**src/rtl/ram_arbiter.sv**
```systemverilog
// -----------------------------------------------------------------------------
// ram_arbiter
//
// Two-requester arbiter in front of a single-port RAM with registered read
// data. After reset the block first clears every RAM word to zero (INIT) and
// then arbitrates accesses from requesters 0 and 1 (RUN).
//
// Handshake (same rule for both requesters):
//   reqN is "valid", gntN is "ready". A transfer happens in a cycle where
//   reqN && gntN. gntN is combinational from reqN in the same cycle. A
//   requester holds reqN/wrN/addrN/wdataN stable until it sees gntN; after the
//   transfer it may drop reqN or present a new request immediately. The
//   requester never waits on gntN before raising reqN. Read data returns
//   one cycle after a read transfer, flagged by rvalidN.
//
// Ports:
//   clk, rst            single clock, synchronous active-high reset
//   req0/1, wr0/1       request, access type (1 = write, 0 = read)
//   addr0/1, wdata0/1   request address and write data
//   gnt0/1              request accepted this cycle
//   rvalid0/1           read data on rdata belongs to that requester
//   rdata               shared read-data bus (follows ram_rdata)
//   busy                high while the RAM is being cleared (and in reset)
//   ram_en, ram_wr      RAM enable and write strobe
//   ram_addr, ram_wdata RAM address and write data
//   ram_rdata           RAM registered read data (valid one cycle after read)
//   dbg_run             init-state register: 0 = INIT, 1 = RUN
// -----------------------------------------------------------------------------
module ram_arbiter #(
  parameter int ADDR_W = 4,
  parameter int DATA_W = 4
) (
  input  logic              clk,
  input  logic              rst,
  input  logic              req0,
  input  logic              req1,
  input  logic              wr0,
  input  logic              wr1,
  input  logic [ADDR_W-1:0] addr0,
  input  logic [ADDR_W-1:0] addr1,
  input  logic [DATA_W-1:0] wdata0,
  input  logic [DATA_W-1:0] wdata1,
  output logic              gnt0,
  output logic              gnt1,
  output logic              rvalid0,
  output logic              rvalid1,
  output logic [DATA_W-1:0] rdata,
  output logic              busy,
  output logic              ram_en,
  output logic              ram_wr,
  output logic [ADDR_W-1:0] ram_addr,
  output logic [DATA_W-1:0] ram_wdata,
  input  logic [DATA_W-1:0] ram_rdata,
  output logic              dbg_run
);

  typedef enum logic {
    ST_INIT = 1'b0,
    ST_RUN  = 1'b1
  } state_t;

  localparam logic [ADDR_W-1:0] CNT_MAX = '1;

  state_t            state_q, state_d;
  logic [ADDR_W-1:0] cnt_q, cnt_d;
  // 1 = requester 1 was granted most recently, 0 = requester 0.
  logic              last_q, last_d;
  logic              rv0_q, rv0_d;
  logic              rv1_q, rv1_d;
  logic              pick1;

  // ---------------------------------------------------------------------------
  // State register
  // ---------------------------------------------------------------------------
  always_ff @(posedge clk) begin
    if (rst) begin
      state_q <= ST_INIT;
      cnt_q   <= '0;
      // Pretend requester 1 won last so requester 0 takes the first tie.
      last_q  <= 1'b1;
      rv0_q   <= 1'b0;
      rv1_q   <= 1'b0;
    end else begin
      state_q <= state_d;
      cnt_q   <= cnt_d;
      last_q  <= last_d;
      rv0_q   <= rv0_d;
      rv1_q   <= rv1_d;
    end
  end

  // Requester 1 wins if it is the only one asking, or on a tie when
  // requester 0 had the previous grant.
  assign pick1 = req1 & (~req0 | ~last_q);

  // ---------------------------------------------------------------------------
  // Next-state and outputs
  // ---------------------------------------------------------------------------
  always_comb begin
    state_d   = state_q;
    cnt_d     = cnt_q;
    last_d    = last_q;
    rv0_d     = 1'b0;
    rv1_d     = 1'b0;
    gnt0      = 1'b0;
    gnt1      = 1'b0;
    busy      = 1'b1;
    ram_en    = 1'b0;
    ram_wr    = 1'b0;
    ram_addr  = '0;
    ram_wdata = '0;

    // While rst is high all outputs stay at their idle defaults; the
    // register block above takes care of the state.
    if (!rst) begin
      case (state_q)
        ST_INIT: begin
          // Clear one word per cycle; requests are not looked at.
          ram_en   = 1'b1;
          ram_wr   = 1'b1;
          ram_addr = cnt_q;
          if (cnt_q == CNT_MAX) begin
            state_d = ST_RUN;
          end else begin
            cnt_d = cnt_q + 1'b1;
          end
        end

        ST_RUN: begin
          busy = 1'b0;
          if (pick1) begin
            gnt1      = 1'b1;
            ram_en    = 1'b1;
            ram_wr    = wr1;
            ram_addr  = addr1;
            ram_wdata = wdata1;
            rv1_d     = ~wr1;
            last_d    = 1'b1;
          end else if (req0) begin
            gnt0      = 1'b1;
            ram_en    = 1'b1;
            ram_wr    = wr0;
            ram_addr  = addr0;
            ram_wdata = wdata0;
            rv0_d     = ~wr0;
            last_d    = 1'b0;
          end
        end

        default: begin
          state_d = ST_INIT;
        end
      endcase
    end
  end

  // A reset arriving right after a read grant must swallow the pending
  // rvalid in that same cycle, before the register has been cleared.
  assign rvalid0 = rv0_q & ~rst;
  assign rvalid1 = rv1_q & ~rst;
  assign rdata   = ram_rdata;
  assign dbg_run = (state_q == ST_RUN);

endmodule

```
**config.mk**
```make
export PLATFORM = sky130hd
export DESIGN_NAME = ram_arbiter
export DESIGN_NICKNAME = d
export VERILOG_FILES = /design/src/rtl/ram_arbiter.sv
export SDC_FILE = /design/constraint.sdc
export NUM_CORES = 1
export LEC_CHECK = 0
export ABC_AREA = 1
export CAP_MARGIN = 25
export CORE_MARGIN = 3
export CORE_UTILIZATION = 34
export CTS_CLUSTER_DIAMETER = 200
export DETAILED_ROUTE_END_ITERATION = 16
export MAX_ROUTING_LAYER = met4
export PLACE_DENSITY = 0.83
export SYNTH_ARGS = -nofsm -noshare
export SYNTH_HDL_FRONTEND = slang
export SYNTH_SLANG_ARGS = --single-unit
```
**constraint.sdc**
```tcl
create_clock -name clk -period 2.41 [get_ports clk]
set_clock_uncertainty 0.2 [all_clocks]
set_input_delay 0.3615 -clock clk [delete_from_list [all_inputs] [get_ports clk]]
set_output_delay 0.3615 -clock clk [all_outputs]
set_load 0.01 [all_outputs]
```
Word level (Yosys, flattened, before mapping)
Cells that the tools add are included.
- register bits: 8
- bits in latches: 0
- bits in writable memories: 0
- bits in read-only memories: 0
- output and inout port bits: 20
- logic and storage cells: 52
- memories: 0
- $add $sub $neg: 1
- multiply operators: 0
- div/mod/pow operators: 0
- magnitude comparators: 0
- equality and inequality tests: 1
- shifts and indexed selects: 0
- multiplexer cells: 28
- bitwise gates (word level): 12
- reduce and logical (&&, ||, !) cells: 5
- operators with widths (operator ; count):
    $mux W4 ; 7
    $mux W1 ; 18
    $not A1 Y1 ; 8
    $pmux W4 S2 ; 1
    $add A4 B1 Y4 const B ; 1
    $eq A4 B4 Y1 const B ; 1
    $pmux W1 S2 ; 2
    $reduce_and A2 Y1 ; 2
    $reduce_or A4 Y1 ; 1
    $and A1 B1 Y1 ; 3
    $reduce_or A3 Y1 ; 1
    $reduce_bool A2 Y1 ; 1
    $or A1 B1 Y1 ; 1

Depth between registers and ports, before layout
Gate-level depths: netlist (run 1).
- depth in word-level cells: 6
- depth in mapped cells: 7

Least setup slack after synthesis (run 1)
No wires, ideal clock.
- path type: input -> output
- from: input rst
- to: output ram_addr[2]
- data arrival time: 1099 ps
- data required time: 1849 ps
- path slack: 749 ps
- cell stages on the path: 6
- buffers on the path: 1
- path through: buf_2 > nor2_1 > nand3_1 > inv_1 > nand2_1 > nand3_1
- word-level cells in the longest chain between the ends: 1
- RTL lines (item ; line ; RTL):
    from (decl) ; 34 ; input logic rst,
    $mux W4 ; 115 ; if (!rst) begin
    to (decl) ; 51 ; output logic [ADDR_W-1:0] ram_addr,
No other way between the ends.

Worst setup path after layout (run 1)
- from: register state_q (netlist: dbg_run)
- to: output ram_wdata[3]
- word-level cells in the longest chain between the ends: 2
- RTL lines (item ; line ; RTL):
    from (decl) ; 64 ; state_t state_q, state_d;
    from (signal assigned) ; 84 ; state_q <= state_d;
    $mux W4 ; 116 ; case (state_q)
    $mux W4 ; 115 ;
    to (decl) ; 52 ; output logic [DATA_W-1:0] ram_wdata,
No other way between the ends.

==> impl.org, run 1 <==
** Final layout
- Layout cells sized above 1 :: ~15%
- The repair_antennas step left the layout with diodes totalling 0.
- The library cells used most frequently in the layout, excluding fill and tap cells, are clkdlybuf4s50_1, nand2_1, nand3_1, nor2_1, buf_4.
- Final standard cell utilization of the core :: 65.1%
- Leaving out fill and tap cells, the most frequent cell in the layout is clkdlybuf4s50_1.
- Relative to the synthesized area, the layout overhead comes to 75.2%.
- After the last flow step, the layout net total stands at 164.
- With fillers left out, the area of the finished cells amounts to 1010 um2.

** GRT
- After global routing the overflow that remains totals 0.
- Initial antenna violation count :: 0
- The first global-routing pass estimated 2730 um of wire.
- Entering global routing, the biggest net connects 12 pins.
- Vias in the first global route :: 666
- Global Route Usage Sum :: 18.2%

** Power and ir drop
- Power consumption :: 0.333 mW
- Highest ir drop seen on vdd :: approximately 0.3 mV
- Power spread over the standard cell area amounts to 329 nW/um2.
- Static Leak :: 0.476 nW

** Route
- Summed over all layers, the routed wires come to 2040 um.
- Length of the first detailed-routing pass in iterations :: 3
- Wl on met1 :: 772 um
- Metal2 WL :: 1050 um
- Dividing the detail-routed via count by the number of cells gives 5.13.
- The highest metal layer carrying signal wires in the routed design is met4.
- The detailed router finished its first iteration with 8 violations.
- DRC :: 0
- After detailed routing, the average wire length per cell comes to 13.5 um.
- Vias after detailed routing :: 774
- The detail route stage leaves a number of antenna-violating nets equal to 0.
- Met3 wire length :: 191 um

** Logic synthesis
- Synth unique cells :: 17
- Post-synthesis instance area :: between 500 and 600 um2
- Synthesis produced a netlist whose cell count is 92.
- Summing the sequential cell areas from Yosys gives 27.6% of the chip area.
- The Yosys step of the flow raised 0 warnings.
- Counting every net in the synthesized netlist gives 119.
- Post-synthesis sequential element count :: 8
- Post-synthesis average cell area :: 6.30 um2

** Clock network
- Clock latency at the later pin of the worst-skew pair :: about 260 ps
- CTS H-Tree Depth :: 1
- CTS tree :: yes
- The cell sitting at the root of the clock tree is a clkbuf_4.
- The tree built by TritonCTS fans out to 8 sinks.
- Once the clock tree was built, the setup fixing pass inserted 0 buffers.
- After clock tree synthesis, the clock-pin slew on the worst setup and hold paths is roughly 60 ps.
- The number of clock buffers added by TritonCTS is 3.
- Clock tree buffer depth :: 2

** Critical path
- In this run the critical register-to-register path is launched from cnt_q[0].
- Sort of element at the end of the critical path :: output pin
- The worst setup path is launched from a flop.
- Of all nets on the critical path, the largest fanout is 6.
- Data on the critical path arrives at its endpoint at between 1500 and 2000 ps.
- At the worst endpoint, the required time is ~1900 ps.
- The critical path starts at dbg_run.
- Class of the most critical setup path :: flop to output pin

** Run status
- Status :: completed

** Place
- Half-perimeter wire length after detailed placement :: 1660 um
- GPL Wtd Cong :: about 0.8
- Worst setup slack after placement :: -99.9 ps
- Placed cell areas :: 998 um2
- In this run the tool buffered the top-level ports with 37 buffer cells.

** Floorplan
- The die is around 47 um tall.
- In this run the count of I/O pins placed on the die edge is 46.
- The die covers 2230 um2.
- For this configuration, the core starts out at a cell density of a little under two fifths.
- Row count :: 14
- The core region is 1560 um2.
- The die is 47.3 um wide.

** Worst hold path
- The startpoint identified for the worst hold timing path is last_q.
- The min-delay analysis places its worst path in the category flop to flop.

** STA
- Unrepaired setup endpoints after global routing :: false
- Setup slack on the critical path of the routed design comes to ~130 ps.
- Final worst path period share :: 94.6%
- Max Clock Freq :: 438 MHz
- The hold violation total from the final report came to 0.
- Subtracting the final worst setup slack from the clock period gives approximately 2300 ps.
- Headroom to the max-slew limit came out at 79.2%.
- Final setup violation count :: 0
- Final max-slew violation count :: 0
- Slew at the pin closest to its max-slew limit :: 311 ps
- Final worst hold slack :: about 300 ps

** Flow run
- The tool flagged a number of max-cap violations equal to 0.
power breakdown:
group	switching, mW	internal [mW]	leakage [nW]
clock	0.0500	0.0573	0.0138
combinational	0.0326	0.0511	0.397
sequential	0.00557	0.137	0.0651
total	0.0882	0.245	0.476
Yosys cell counts:
cell type | instances | share of area [%]
a21oi_1 | 2 | 1.7
a31oi_1 | 4 | 4.3
buf_2 | 1 | 0.86
buf_4 | 4 | 5.2
clkbuf_1 | 1 | 0.65
dfxtp_1 | 8 | 28
ha_1 | 1 | 2.2
inv_1 | 9 | 5.8
nand2_1 | 23 | 15
nand2_2 | 2 | 2.2
nand2_4 | 2 | 3.9
nand3_1 | 13 | 11
nand4_1 | 1 | 1.1
nor2_1 | 11 | 7.1
nor2_8 | 1 | 3.5
nor3_1 | 3 | 2.6
o21ai_0 | 6 | 5.2
stage by stage:
stage | TNS [ps] | std cells
finish | 0 | 151
CTS | 0 | 151
detailed placement | -584 | 148
floorplan | 0 | 92
global placement | -601 | 148
global route | 0 | 151
critical path, stage by stage (launching register included):
cell	delay [ps]
dfxtp_1	330
inv_1	100
nor2_2	140
nand3_1	120
inv_2	120
nand2_1	70
nand2_1	60
clkdlybuf4s50_1	520
area by class of cell:
| type | count | area (um2) |
|---|---|---|
| flip-flops and latches | 8 | 160 |
| inverters | 9 | 33.8 |
| fillers | 147 | 544 |
| well taps | 16 | 20.0 |
| multi-input cells | 69 | 349 |
| repair buffers | 46 | 429 |
| clock buffers | 3 | 22.5 |
kinds of logic after synthesis:
kind of cell,Yosys count,share of synthesized area (%)
buffers and inverters,15,12.5
AOI/OAI and AO/OA,12,11.2
and+or+nand+nor,56,46.4
adders and majority gates,1,2.16
DFF,8,27.6
metal layers:
layer,GRT usage [%],vias to the layer above
li1,-,388
met1,19.2,353
met2,31.6,29
met3,5.36,4
met4,6.63,0
met5,-,-
path summary, 6_finish.rpt:
check | endpoint | slack [ps] | cells past startpoint
setup reg to reg | cnt_q[0] | 900 | 7
hold reg to reg | last_q | 310 | 2
setup / recovery | ram_wdata[3] | 130 | 7
hold / removal | last_q | 310 | 2
sequential cells by signal (all words and copies together) (netlist names):
name and cells:
last_q 1, cnt_q 4, rv0_q 1, rv1_q 1
dbg_run 1
what timing repair did:
| action | CTS | global route |
|---|---|---|
| cloned | 0 | 0 |
| gates resized for setup | 10 | 0 |
| hold buffers | 0 | 0 |
| pin swaps | 1 | 1 |
| endpoints found under the setup margin | 11 | 1 |
| endpoints found under the hold margin | 0 | 0 |
Power figures use the tool's default switching activity.
==> run 2, diff against run 1 <==
CORE_UTILIZATION = 32   (was 34)
PLACE_DENSITY = 0.78   (was 0.83)
clock period = 2.3 ns   (was 2.41 ns; I/O delays follow)
==> run 2 against run 1 <==
Compared with the run above: count of clock-buffer cells in the layout stayed put; first-iteration DRC count rose by 75%; sequential cell count unchanged; utilization is 0.91 points higher.
==> impl.org, run 2 (synthesized netlist as in run 1, its figures left out) <==
** Route
- In the routed design, unresolved DRC markers number 0.
- Wire segments on met2 add up to 911 um in the final route.
- Highest Signal Layer :: met4
- For this run, the detailed router's first-pass iteration total came to 4.
- Routed vias/inst :: 4.86
- Wire per inst :: 11.9 um
- Summing over every cut layer, the via total after detailed routing is between 700 and 800.
- Final WL :: between 1500 and 2000 um
- Wl on met1 :: 830 um
- In the detailed route, the total length drawn on met3 is roughly 170 um.
- The detail route stage leaves a number of antenna-violating nets equal to 0.
- In this run, the number of DRC markers left after iteration 0 of detailed routing was 14.

** Place
- GPL Wtd Cong :: 0.829
- Number of buffers added on ports :: 37
- The HPWL after detailed placement is 1560 um.
- After detailed placement, the design holds a cell count of 158.

** Power and ir drop
- Static Leak :: around 0.52 nW
- Power consumption :: around 0.35 mW
- Highest ir drop seen on vdd :: 0.322 mV
- P per Cell Area :: approximately 330 nW/um2

** Critical path
- Critical path startpoint :: last_q
- Together, buffers and inverters on the worst path number 1.
- The number of cells on the worst reg-to-reg path is 7.
- The worst register-to-register path ends at cnt_q[0].
- Arrival time at the worst endpoint :: 1700 ps
- Worst reg2reg setup slack :: 850 ps
- In this run the critical register-to-register path is launched from cnt_q[0].
- For the worst setup path, the data required time is 1750 ps.
- Longest individual stage delay on the worst path :: 520 ps
- Sort of element at the end of the critical path :: output pin
- In this run the worst path has a maximum fanout of 6.
- The signal on the critical path passes through nand2_4, nand2_4, nand2_2, nor2_8, nand2_1, nand2_1, clkdlybuf4s50_1.
- Following the worst setup path forward leads to its endpoint at ram_wdata[0].
- Kind of cell adding the most delay to the critical path :: simple AND/OR/NAND/NOR gates
- The worst setup path is launched from a flop.
- Counting buffers and inverters, the worst setup path is 7 cells deep.
- The worst setup path is of the flop to output pin kind.
- Standard cell with the maximum stage delay on the critical path :: clkdlybuf4s50_1

** Clock network
- CTS H-Tree Depth :: 1
- TritonCTS built the clock tree.
- Clock tree buffer depth :: 2
- After clock tree synthesis, the clock-pin slew on the worst setup and hold paths is 70 ps.
- Root cell of the clock tree :: clkbuf_4
- After clock tree synthesis, the flow added hold-fix buffers numbering 0.
- At the later pin of the worst-skew pair, clock insertion delay measures 260 ps.
- Count of clock tree sinks :: 8
- Number of CTS-inserted buffers :: 3

** STA
- Unrepaired setup endpoints after global routing :: false
- The hold violation total from the final report came to 0.
- The count of final max-slew check failures came to 0.
- At the pin with the least slew margin, the transition time is 299 ps.
- Headroom to the max-slew limit :: 80.0%
- The worst path uses between 90% and 100% of the clock period.
- Static timing analysis puts the maximum clock frequency at 446 MHz.
- Time the final worst path needs with I/O delays and setup :: about 2200 ps
- Final setup violation count :: 0

** GRT
- The number of global-route vias before repair is 700.
- First-pass GRT wire length :: 3030 um
- Initial antenna violation count :: 0
- Maximum number of pins on one net before global-route repair :: 12
- Global Route Usage Sum :: 16.6%
- Total global routing overflow :: 0

** Flow run
- The tool flagged a number of max-cap violations equal to 0.

** Final layout
- The library cell used most frequently in the layout, excluding fill and tap cells, is clkdlybuf4s50_1.
- Layout cells sized above 1 :: about 17%
- The register with the most flip-flops in the layout has 4 of them.
- Fill cell instance count of the final layout :: roughly 150
- The repair_antennas step left the layout with diodes totalling 0.
- The top cell types in the final layout, fill and taps aside, are clkdlybuf4s50_1, nand2_1, nand3_1, buf_4, nor2_1.
- Area delta synth->final :: 83.6%
- In the final design database the tool counted 168 nets.
- Final standard cell count with taps included and fillers excluded :: 163
- Largest register by flop count :: cnt_q

** Run status
- Status :: completed

** Floorplan
- Core area :: 1610 um2
- Row count :: 14
- Die ar. :: 2360 um2
- Top-level I/O count :: 46
- Effective utilization at floorplan :: 35.9%
- The die is 48.5 um wide.
- In this run the vertical extent of the chip is 48.5 um.

** Worst hold path
- In this run the worst hold path is classified as flop to flop.
[run 2: changes by cell type in the layout (fill, tap and decap cells not counted), sizes merged]
cell,change
dlymetal6s2s,+2
buf,+4
clkdlybuf4s50,+1
dlygate4sd2,-3
[run 2: what timing repair did]
item,CTS,global route
resized for setup,7,2
endpoints found under the setup margin,13,4
setup buffers,0,2
pin swaps,1,1
[run 2: report_power, final]
part	internal, mW	switching (mW)
logic	0.0554	0.0330
registers	0.143	0.00599
clock network	0.0601	0.0547
[run 2: stage by stage]
step	instance area [um2]	util, %	setup WS, ps	hold WS (ps)	setup TNS (ps)
final	1060	66.0	59.8	315	0
after global routing	1060	66.0	6.66	325	0
after CTS	1040	64.8	21.0	315	0
after detailed placement	1020	63.5	-208	306	-1770
after global placement	1020	63.5	-189	290	-1750
after floorplan	579	-	672	217	0
[run 2: layer usage]
metal | up-vias | track usage (%)
met4 | 0 | 6.64
met5 | - | -
met1 | 348 | 18.5
met3 | 8 | 4.60
li1 | 392 | -
met2 | 44 | 28.0
[run 2: layout make-up]
class	instances	area (um2)	share of cell area, %
Clock buffer	3	22.5	2.12
Inverter	9	33.8	3.18
Multi-Input combinational cell	69	349	32.8
Sequential cell	8	160	15.1
Tap cell	24	30.0	2.82
Timing Repair Buffer	50	468	44.0
[run 2: worst min path at each step]
stage | start | end | slack [ps] | depth (start not counted)
after floorplan | wr1 | rv1_q | 220 | 1
after global placement | last_q | last_q | 290 | 2
after detailed placement | last_q | last_q | 310 | 2
after CTS | last_q | last_q | 320 | 2
after global routing | last_q | last_q | 320 | 2
final | last_q | last_q | 320 | 2
[run 2: worst reg2reg max path: stages (launching register included)]
cell	delay [ps]
dfxtp_1	350
ha_1	230
nand2_1	100
nor2_1	40
nor2_1	240
nand2_1	90
nand2_1	70
nor2_1	30
==> run 3, diff against run 2 <==
CORE_UTILIZATION = 33   (was 32)
CTS_BUF_LIST = sky130_fd_sc_hd__clkbuf_4 sky130_fd_sc_hd__clkbuf_8   (was unset)
CTS_CLUSTER_DIAMETER = 120   (was 200)
PLACE_DENSITY = 0.8   (was 0.78)
==> run 3 against run 2 <==
Compared with the run above: worst setup slack improved by 32 ps; cell area rose by 1.6%; first-iteration DRC count fell by 50%; worst hold slack improved by 6.1 ps; largest cell class unchanged; critical path depth fell by 1; total power rose by 0.55%; register-to-register slack got worse by 120 ps; count of clock-buffer cells in the layout did not move.
==> impl.org, run 3 (synthesized netlist as in run 1, its figures left out) <==
** Critical path
- R2r startpoint :: cnt_q[0]
- Critical path data required time :: roughly 1800 ps
- In this run the worst path has a maximum fanout of 5.
- For the worst flop-to-flop path, the logic depth is 6.
- Critical path startpoint :: dbg_run
- Arrival time at the worst endpoint :: 1660 ps
- The endpoint identified for the worst register-to-register timing path is cnt_q[3].
- Setup slack on the worst reg-to-reg path comes out at 730 ps.
- Sort of element at the end of the critical path :: output pin
- In this run the worst setup path terminates at gnt1.
- Class of the most critical setup path :: flop to output pin
- STA classifies the critical path startpoint as a flop.

** Floorplan
- The initial utilization of the core area, before any placement, comes to between 30% and 40%.
- Die Y-Extent :: 47.9 um
- Row count :: 14
- During I/O placement, the number of pins put on the boundary was 46.
- Die span in x :: 47.9 um
- Die ar. :: 2290 um2
- In this run the standard cell core region covers around 1600 um2.

** STA
- Final worst path period share :: 96.0%
- The count of final max-slew check failures came to 0.
- In this run the tightest slew margin relative to its limit is 77.0%.
- On the final layout, the worst hold slack is 322 ps.
- At the pin with the least slew margin, the transition time is 343 ps.
- Max Clock Freq :: around 450 MHz
- For the finished layout, the period the worst path requires is 2210 ps.
- Fin. Hold Viols :: 0
- Final setup violation count :: 0
- Setup repair after global routing left no endpoint under its margin.

** Route
- DRT antenna net count :: 0
- Vias after detailed routing :: 794
- Wire per inst :: 13.2 um
- For this block, the routed nets add up to 2080 um of wire.
- Length of the first detailed-routing pass in iterations :: 4
- In the routed design, unresolved DRC markers number 0.
- Dividing the detail-routed via count by the number of cells gives 5.03.
- Number of DRC markers after the initial detailed-route iteration :: 7

** Place
- Number of buffers added on ports :: 37
- GPL Wtd Cong :: approximately 0.9
- After detailed placement, the total cell area comes to ~1000 um2.
- Half-perimeter wire length after detailed placement :: 1640 um
- In this run, placement finished with an instance count of 151.

** Run status
- Status :: completed

** GRT
- Global routing consumed, over all layers together, a little under a fifth of the routing resources.
- First-pass GRT wire length :: a little under 3000 um
- Global routing finished with a remaining overflow of 0.
- Maximum number of pins on one net before global-route repair :: 12
- Vias in the first global route :: 731
- Initial antenna violation count :: 0

** Clock network
- TritonCTS built the clock tree.
- Clock tree buffer depth :: 2
- The root buffer cell chosen for the clock tree is clkbuf_4.
- At the later pin of the worst-skew pair, clock insertion delay measures 270 ps.
- Buffers inserted during clock tree synthesis total 3.
- CTS H-Tree Depth :: 1
- For this design, the sink count on the clock tree is 8.
- Clock-pin transition on the worst setup and hold timing paths :: 60 ps

** Power and ir drop
- Dividing total power by cell area gives a power density of 328 nW/um2.
- Static Leak :: 0.571 nW
- Highest ir drop seen on vdd :: 0.290 mV

** Final layout
- Number of nets in the layout :: about 170
- Final standard cell count with taps included and fillers excluded :: 158
- Compared with the post-synthesis result, the final layout area differs by 86.6%.
- Cells with a size suffix above 1 make up 19.0% of the layout.
- After routing the design area is ~1100 um2.
- Counting flops per register, the top entry is cnt_q.
- Number of flip-flops in the largest register :: 4
- Leaving out fill and tap cells, the most frequent cell in the layout is clkdlybuf4s50_1.
- Number of antenna cells inserted :: 0
- Top library cells by usage in the layout, fill and taps aside :: clkdlybuf4s50_1, nand2_1, buf_4, nand3_1, nor2_1

** Worst hold path
- Hold Path Class :: flop to flop

** Flow run
- Max-cap violations in this run came to 0.
run 3: cell count changes in the layout (fill, tap and decap cells not counted), sizes merged:
cell / previous run / this run
dlymetal6s2s: 2 / 4
buf: 13 / 16
clkdlybuf4s50: 31 / 29
run 3: how the worst min path moves through the flow:
stage	end	startpoint	slack, ps	cells past startpoint
3_3_place_gp	last_q	last_q	300	2
3_5_place_dp	last_q	last_q	310	2
2_1_floorplan	rv1_q	wr1	220	1
6_report	last_q	last_q	320	2
4_1_cts	cnt_q[3]	cnt_q[3]	320	2
5_1_grt	last_q	last_q	330	2
run 3: final cells by class:
| type | instances | area, um2 |
|---|---|---|
| clock buffers | 3 | 22.5 |
| fillers | 149 | 495 |
| repair buffers | 53 | 495 |
| multi-input cells | 69 | 349 |
| flip-flops and latches | 8 | 160 |
| well taps | 16 | 20.0 |
| inverters | 9 | 33.8 |
run 3: per-layer routing:
| layer | vias to the layer above | track usage (%) | part of all wire [%] |
|---|---|---|---|
| met5 | - | - | 0 |
| met3 | 2 | 6.39 | 11 |
| met2 | 40 | 33.5 | 51 |
| met1 | 354 | 19.4 | 38 |
| met4 | 0 | 6.99 | 0.67 |
| li1 | 398 | - | - |
run 3: power by group:
group	switching (mW)	total [mW]	internal (mW)
sequential	0.00601	0.149	0.143
clock	0.0543	0.114	0.0601
combinational	0.0340	0.0907	0.0568
run 3: critical path: stages (launching register included):
cell,delay [ps]
dfxtp_1,320
inv_1,90
nor2_2,140
nand3_1,130
inv_2,90
buf_4,110
clkdlybuf4s50_1,520
run 3: what timing repair did:
item / in CTS / in global routing
setup buffers: 2 / 2
endpoints found under the hold margin: 0 / 0
hold buffers: 0 / 0
setup endpoints to repair: 13 / 6
resized for setup: 7 / 4
pin swaps: 1 / 0
run 3: through the flow:
step	setup slack (ps)	util (%)	power (mW)	TNS [ps]
3_3_place_gp	-177	64.8	0.242	-1540
5_1_grt	6.38	68.6	0.373	0
6_report	91.8	68.6	0.355	0
3_5_place_dp	-236	64.8	0.244	-1800
2_1_floorplan	672	-	0.185	0
4_1_cts	16.2	67.0	0.357	0
